--- config.mk ---
export PLATFORM = sky130hd
export DESIGN_NAME = ov7670_capture
export DESIGN_NICKNAME = d
export VERILOG_FILES = /design/src/rtl/ov7670_capture.sv
export SDC_FILE = /design/constraint.sdc
export NUM_CORES = 1
export LEC_CHECK = 0
export BUFFER_PORTS_ARGS = -buffer_cell sky130_fd_sc_hd__buf_4
export CAP_MARGIN = 20
export CORE_MARGIN = 4
export CORE_UTILIZATION = 50
export CTS_CLUSTER_SIZE = 28
export DETAILED_ROUTE_END_ITERATION = 6
export HOLD_SLACK_MARGIN = 0.15
export PLACE_DENSITY = 0.82
export SETUP_SLACK_MARGIN = 0.3
export SKIP_LAST_GASP = 1
export SLEW_MARGIN = 20
export SYNTH_ARGS = -nofsm -noshare
export SYNTH_HDL_FRONTEND = slang
export SYNTH_SLANG_ARGS = --single-unit
--- constraint.sdc ---
create_clock -name clk -period 3.89 [get_ports clk]
set_input_delay 0 -clock clk [delete_from_list [all_inputs] [get_ports clk]]
set_output_delay 0 -clock clk [all_outputs]
set_load 0.03 [all_outputs]
--- src/rtl/ov7670_capture.sv ---
// OV7670 parallel-bus capture: oversamples PCLK/VSYNC/HREF/D in the clk
// domain, pairs RGB565 bytes, converts to RGB444 and emits a frame-buffer
// write stream (addr/dout/we) plus frame_done and a sticky overrun flag.
// Optional build macro OV7670_CAPTURE_DECIMATE_EN enables 2x2 decimation.
module ov7670_capture #(
    parameter int H_ACTIVE = 640,
    parameter int V_ACTIVE = 480,
    parameter int ADDR_W   = 19
) (
    input  logic              clk,
    input  logic              rst,
    input  logic              config_finished,
    input  logic              cam_pclk,
    input  logic              cam_vsync,
    input  logic              cam_href,
    input  logic [7:0]        cam_data,
    output logic [ADDR_W-1:0] addr,
    output logic [11:0]       dout,
    output logic              we,
    output logic              frame_done,
    output logic              overrun
);

    typedef enum logic [1:0] {
        WAIT_CFG   = 2'd0,
        WAIT_FRAME = 2'd1,
        ACTIVE     = 2'd2
    } state_t;

`ifdef OV7670_CAPTURE_DECIMATE_EN
    localparam logic [ADDR_W-1:0] H_LIM  = ADDR_W'(H_ACTIVE);
    localparam logic [ADDR_W-1:0] HALF_H = ADDR_W'(H_ACTIVE / 2);
    localparam logic [ADDR_W-1:0] HALF_V = ADDR_W'(V_ACTIVE / 2);
    logic [ADDR_W-1:0] x_q, x_d, y_q, y_d;
`else
    localparam logic [ADDR_W-1:0] LAST_ADDR = ADDR_W'(H_ACTIVE * V_ACTIVE - 1);
    logic full_q, full_d;
`endif

    // Bit 0/1 form the two-flop synchronizer; bit 2 is the edge-detect copy.
    logic [2:0] pclk_q, pclk_d, vsync_q, vsync_d, href_q, href_d;
    logic [7:0] data1_q, data1_d, data2_q, data2_d;

    state_t            state_q, state_d;
    logic [ADDR_W-1:0] addr_q, addr_d;
    logic [11:0]       dout_q, dout_d;
    logic              we_q, we_d, frame_done_q, frame_done_d;
    logic              overrun_q, overrun_d, phase_q, phase_d;
    logic [6:0]        hi_q, hi_d;   // {R[4:1], G[5:3]} of the first byte

    logic sample_s, vs_fall_s, vs_rise_s, href_fall_s;

    assign sample_s    = pclk_q[1] & ~pclk_q[2];
    assign vs_fall_s   = ~vsync_q[1] & vsync_q[2];
    assign vs_rise_s   = vsync_q[1] & ~vsync_q[2];
    assign href_fall_s = ~href_q[1] & href_q[2];

    // Synchronizer shift: all bus signals advance on the same clk edges.
    always_comb begin
        pclk_d  = {pclk_q[1:0], cam_pclk};
        vsync_d = {vsync_q[1:0], cam_vsync};
        href_d  = {href_q[1:0], cam_href};
        data1_d = cam_data;
        data2_d = data1_q;
    end

    // Capture FSM, byte pairing, pixel write generation and address update.
    always_comb begin
        state_d      = state_q;
        addr_d       = addr_q;
        dout_d       = dout_q;
        we_d         = 1'b0;
        frame_done_d = 1'b0;
        overrun_d    = overrun_q;
        phase_d      = phase_q;
        hi_d         = hi_q;
`ifdef OV7670_CAPTURE_DECIMATE_EN
        x_d = x_q;
        y_d = y_q;
`else
        full_d = full_q;
        // Advance the address the cycle after a write; park on the last slot.
        if (we_q) begin
            if (addr_q == LAST_ADDR) begin
                full_d = 1'b1;
            end else begin
                addr_d = addr_q + ADDR_W'(1);
            end
        end else begin
            addr_d = addr_q;
        end
`endif
        case (state_q)
            WAIT_CFG: begin
                if (config_finished) begin
                    state_d = WAIT_FRAME;
                end else begin
                    state_d = WAIT_CFG;
                end
            end
            WAIT_FRAME: begin
                if (vs_fall_s) begin
                    state_d = ACTIVE;
                    addr_d  = '0;
                    phase_d = 1'b0;
`ifdef OV7670_CAPTURE_DECIMATE_EN
                    x_d = '0;
                    y_d = '0;
`else
                    full_d = 1'b0;
`endif
                end else begin
                    state_d = WAIT_FRAME;
                end
            end
            ACTIVE: begin
                if (sample_s && href_q[1]) begin
                    if (!phase_q) begin
                        hi_d    = {data2_q[7:4], data2_q[2:0]};
                        phase_d = 1'b1;
                    end else begin
                        phase_d = 1'b0;
`ifdef OV7670_CAPTURE_DECIMATE_EN
                        x_d = x_q + ADDR_W'(1);
                        if ((x_q < H_LIM) && !x_q[0] && !y_q[0]) begin
                            if ((y_q >> 1) >= HALF_V) begin
                                overrun_d = 1'b1;
                            end else begin
                                we_d   = 1'b1;
                                dout_d = {hi_q, data2_q[7], data2_q[4:1]};
                                addr_d = ((y_q >> 1) * HALF_H) + (x_q >> 1);
                            end
                        end else begin
                            we_d = 1'b0;
                        end
`else
                        if (full_q) begin
                            overrun_d = 1'b1;
                        end else begin
                            we_d   = 1'b1;
                            dout_d = {hi_q, data2_q[7], data2_q[4:1]};
                        end
`endif
                    end
                end else begin
                    phase_d = phase_q;
                end
                // Line end: a lone odd byte is simply forgotten.
                if (href_fall_s) begin
                    phase_d = 1'b0;
`ifdef OV7670_CAPTURE_DECIMATE_EN
                    x_d = '0;
                    y_d = y_q + ADDR_W'(1);
`endif
                end else begin
                    hi_d = hi_d;
                end
                if (vs_rise_s) begin
                    frame_done_d = 1'b1;
                    state_d      = WAIT_FRAME;
                end else begin
                    frame_done_d = 1'b0;
                end
            end
            default: begin
                state_d = WAIT_CFG;
            end
        endcase
        // Losing configuration aborts capture immediately.
        if (!config_finished) begin
            state_d = WAIT_CFG;
            we_d    = 1'b0;
        end else begin
            we_d = we_d;
        end
    end

    // State register with synchronous active-high reset.
    always_ff @(posedge clk) begin
        if (rst) begin
            pclk_q       <= '0;
            vsync_q      <= '0;
            href_q       <= '0;
            data1_q      <= '0;
            data2_q      <= '0;
            state_q      <= WAIT_CFG;
            addr_q       <= '0;
            dout_q       <= '0;
            we_q         <= 1'b0;
            frame_done_q <= 1'b0;
            overrun_q    <= 1'b0;
            phase_q      <= 1'b0;
            hi_q         <= '0;
`ifdef OV7670_CAPTURE_DECIMATE_EN
            x_q <= '0;
            y_q <= '0;
`else
            full_q <= 1'b0;
`endif
        end else begin
            pclk_q       <= pclk_d;
            vsync_q      <= vsync_d;
            href_q       <= href_d;
            data1_q      <= data1_d;
            data2_q      <= data2_d;
            state_q      <= state_d;
            addr_q       <= addr_d;
            dout_q       <= dout_d;
            we_q         <= we_d;
            frame_done_q <= frame_done_d;
            overrun_q    <= overrun_d;
            phase_q      <= phase_d;
            hi_q         <= hi_d;
`ifdef OV7670_CAPTURE_DECIMATE_EN
            x_q <= x_d;
            y_q <= y_d;
`else
            full_q <= full_d;
`endif
        end
    end

    assign addr       = addr_q;
    assign dout       = dout_q;
    assign we         = we_q;
    assign frame_done = frame_done_q;
    assign overrun    = overrun_q;

endmodule

==> run_results.csv <==
group,metric,value,unit
outcome,run_status,"complete, no violations",
clock_tree,post_cts_resize_count,0,
worst_hold_path,hold_path_class,"flip-flop to flip-flop",
cells_and_area,finish.cell_count_without_fillers,406,
clock_tree,clock_tree_from_tritoncts,"done",
clock_tree,clock-sinks,70,
global_routing,grt_first_pass_wirelength,9670,µm
drt,detail_route.first_pass.iterations,4,
power,seq_power_share,53.5,%
sta,fin_tns_setup,0,ns
synth,synth_largest_area_cell,"dfxtp_1",
drt,final_ant_viol_nets,0,
global_routing,maximum_number_of_pins_on_one_net_before_global_route_repair,52,
sta,final.setup_skew,0.00802,ns
sta,finalHoldViolations,0,
sta,drv_slew,0,
cells_and_area,design.final.nets,350,
die,floorplan.initialDensity,53.0,%
power,peakVddDrop,0.320,mV
critical_path,critical_path.endpoint_type,"flip-flop",
sta,setup_viol,0,
critical_path,critical_path.slowest_cell,"nand3b_1",
global_routing,number_of_antenna_violations_at_the_first_check_in_global_routing,0,
synth,synth_most_common_cell,"dfxtp_1",
drt,drt-initial-drc-count,181,
place,port_buffers,47,
cells_and_area,antenna_cells_inserted,0,
sta,rsz0062_at_grt,"false",
critical_path,crit_path_start_kind,"flip-flop",
synth,synth_top_cells_by_count,"dfxtp_1 (70), nor2_1 (42), nor2b_1 (25)",
sta,finalCritPeriodShare,59.6,%
cells_and_area,layout-drive-gt1-share,20.9,%
sta,fin_worst_hold_slack,0.440,ns
critical_path,cp_slowest_stage_delay,0.72,ns
drt,postRouteWirelength,5720,µm
power,power_density,402,mW/mm²
power,power_report.internal_total,1.07,mW
sta,tightest_slew,0.887,ns
die,io-pin-count,48,
cells_and_area,fillerInstances,374,
clock_tree,clkSlewWorstSetupHoldPaths,0.08,ns
place,number_of_placed_instances_taps_included,367,
power,fraction_of_power_consumed_by_combinational_cells,3.8,%
die,fp.dieArea,0.00639,mm²
power,power.switching_fraction,21.8,%
synth,yosys.area.top_type_share,54.2,%
die,die_height,79.9,µm
synth,synth-compound-area-share,7.40,%
synth,synth_nets,279,
critical_path,critical_path_arrival,2.53,ns
cells_and_area,area_growth_syn_to_layout,31.8,%
sta,achievable-frequency,432,MHz
clock_tree,cts_post_setup_buffers_inserted,0,
synth,mappedNetlistArea,0.00259,mm²
clock_tree,ctsLongestPathBuffers,2,
power,static_leakage,1.49,nW
critical_path,path_max_fanout,13,
critical_path,criticalPathCategory,"flip-flop to flip-flop",
sta,slew-limit-headroom,40.7,%
clock_tree,root_buffer,"clkbuf_8",
cells_and_area,finalCoreUtilization,69.8,%
drt,via_per_inst,5.26,
die,die_w,79.9,µm
synth,synth.yosys.seq_area_share,54.2,%
synth,yosys_warnings,0,
synth,combinational_family_with_the_most_area_after_synthesis,"simple AND/OR/NAND/NOR gates",
synth,async_flop_share,0,%
global_routing,grt_remaining_overflow,0,
global_routing,vias_in_the_first_global_route,2075,
clock_tree,cts_made_buffers,9,
synth,netlist_top_cells_area,"dfxtp_1 (54%), mux2i_1 (7.4%), nor2_1 (6.1%), nor2b_1 (6.0%), xor2_1 (2.7%)",
drt,via_count,2137,
power,clock_power_share,42.6,%
critical_path,timing.critical_path.cells,"nand2b_1, nor3_1, nand3b_1, mux2i_1, nor2_1",
synth,synth.avg_cell_area,9.80,µm²
synth,synth.lib_cells_used.distinct,43,
synth,syn_inst,264,
critical_path,worst-endpoint-required,4.11,ns
synth,yosys-mux-area-fraction,7.35,%
synth,yosys.area_share.simple,25.1,%
synth,synth_edf_count,0,
synth,synthXorXnorAreaFrac,3.05,%
power,power,1.37,mW
drt,wire_per_inst,14.1,µm
clock_tree,cts-htree-levels,3,
global_routing,grt_util_all_layers,19.9,%
cells_and_area,footprint_of_the_multi_input_gates,0.00112,mm²
place,routabilityCongestion,0.867,
clock_tree,ctsHoldBuffers,24,
synth,synthFlopType,"dfxtp_1",
die,placeableCoreArea,0.00488,mm²
run,max-cap-violations,0,
sta,period_needed,2.32,ns
cells_and_area,seqCellArea,0.00140,mm²
drt,drc,0,
synth,postSynthRegisterBits,70,
power,switching_power,298,µW
die,core.rowCount,25,
clock_tree,clkLatencyLatePin,0.35,ns
place,place_hpwl,3530,µm
synth,post_synth_fa_ha_maj_area_fraction,0.484,%
[cell type report]
type,count,area share [%]
sequential,70,41.1
clock inverter,5,1.76
tap,67,2.46
timing repair buffer,71,17.4
multi-input combinational,180,32.9
inverter,3,0.330
clock buffer,10,4.04
[worst max-delay path: cells and delay by family (launching register included)]
family,cells,cell delay [ns]
flops,1,0.40
mux,1,0.44
simple gates,4,1.36
[worst paths after layout]
kind | slack (ns) | cells past startpoint | from | to
setup / recovery | 1.57 | 5 | state_q[1]$_SDFFE_PP0P_ | dout[11]$_SDFFE_PP0P_
hold / removal | 0.44 | 1 | pclk_q[0]$_SDFF_PP0_ | pclk_q[1]$_SDFF_PP0_
hold reg to reg | 0.44 | 1 | pclk_q[0]$_SDFF_PP0_ | pclk_q[1]$_SDFF_PP0_
setup reg to reg | 1.57 | 5 | state_q[1]$_SDFFE_PP0P_ | dout[11]$_SDFFE_PP0P_
[kinds of logic (layout without fill, tap and decap cells)]
family	after synthesis	after routing
simple gates	121	121
fa+ha+maj	1	1
compound gates	30	30
flops	70	70
xor+xnor	9	9
buf+inv	14	89
mux	19	19
[placed cells by master, fill, tap and decap left out, types with 2 or more instances in the layout]
cell type and n:
dfxtp_1 70, buf_4 47, nor2_1 42, nor2b_1 25, dlygate4sd3_1 24, mux2i_1 19
nand2_1 12, a21oi_1 10, clkbuf_8 10, o21ai_0 9, xor2_1 8, nor3_1 6
nand4_1 5, nand2b_1 4, nand3_1 4, inv_1 3, and4_1 3, nor4_1 3
or3_2 3, a31oi_1 3, nor3b_1 2, clkinv_4 2
[stage by stage]
step | instance area [µm²] | setup WS, ns
6_report | 3410 | 1.57
5_1_grt | 3410 | 1.33
4_1_cts | 3410 | 1.60
3_5_place_dp | 2970 | 1.65
3_3_place_gp | 2970 | 1.79
2_1_floorplan | 2590 | 1.82
[power groups by stage]
stage          sequential, mW  clock, mW  combinational (mW)
2_1_floorplan           0.747          0              0.0204
3_3_place_gp            0.748          0              0.0324
3_5_place_dp            0.749          0              0.0329
4_1_cts                 0.732      0.590              0.0513
5_1_grt                 0.734      0.626              0.0582
6_report                0.733      0.584              0.0526
[sequential cells by signal (all words and copies together), names as in the netlist]
| signal | count |
|---|---|
| phase_q | 1 |
| data2_q | 8 |
| dout | 12 |
| we | 1 |
| pclk_q | 3 |
| href_q | 3 |
| state_q | 2 |
| addr | 19 |
| vsync_q | 3 |
| full_q | 1 |
| hi_q | 7 |
| overrun | 1 |
| data1_q | 8 |
| frame_done | 1 |
[layer usage]
| metal | wire length [µm] | global-route usage, % |
|---|---|---|
| met1 | 2490 | 23.8 |
| met2 | 2830 | 32.2 |
| met3 | 319 | 7.00 |
| met4 | 76 | 8.28 |
| met5 | 0 | 0 |
Power figures use the tool's default switching activity.
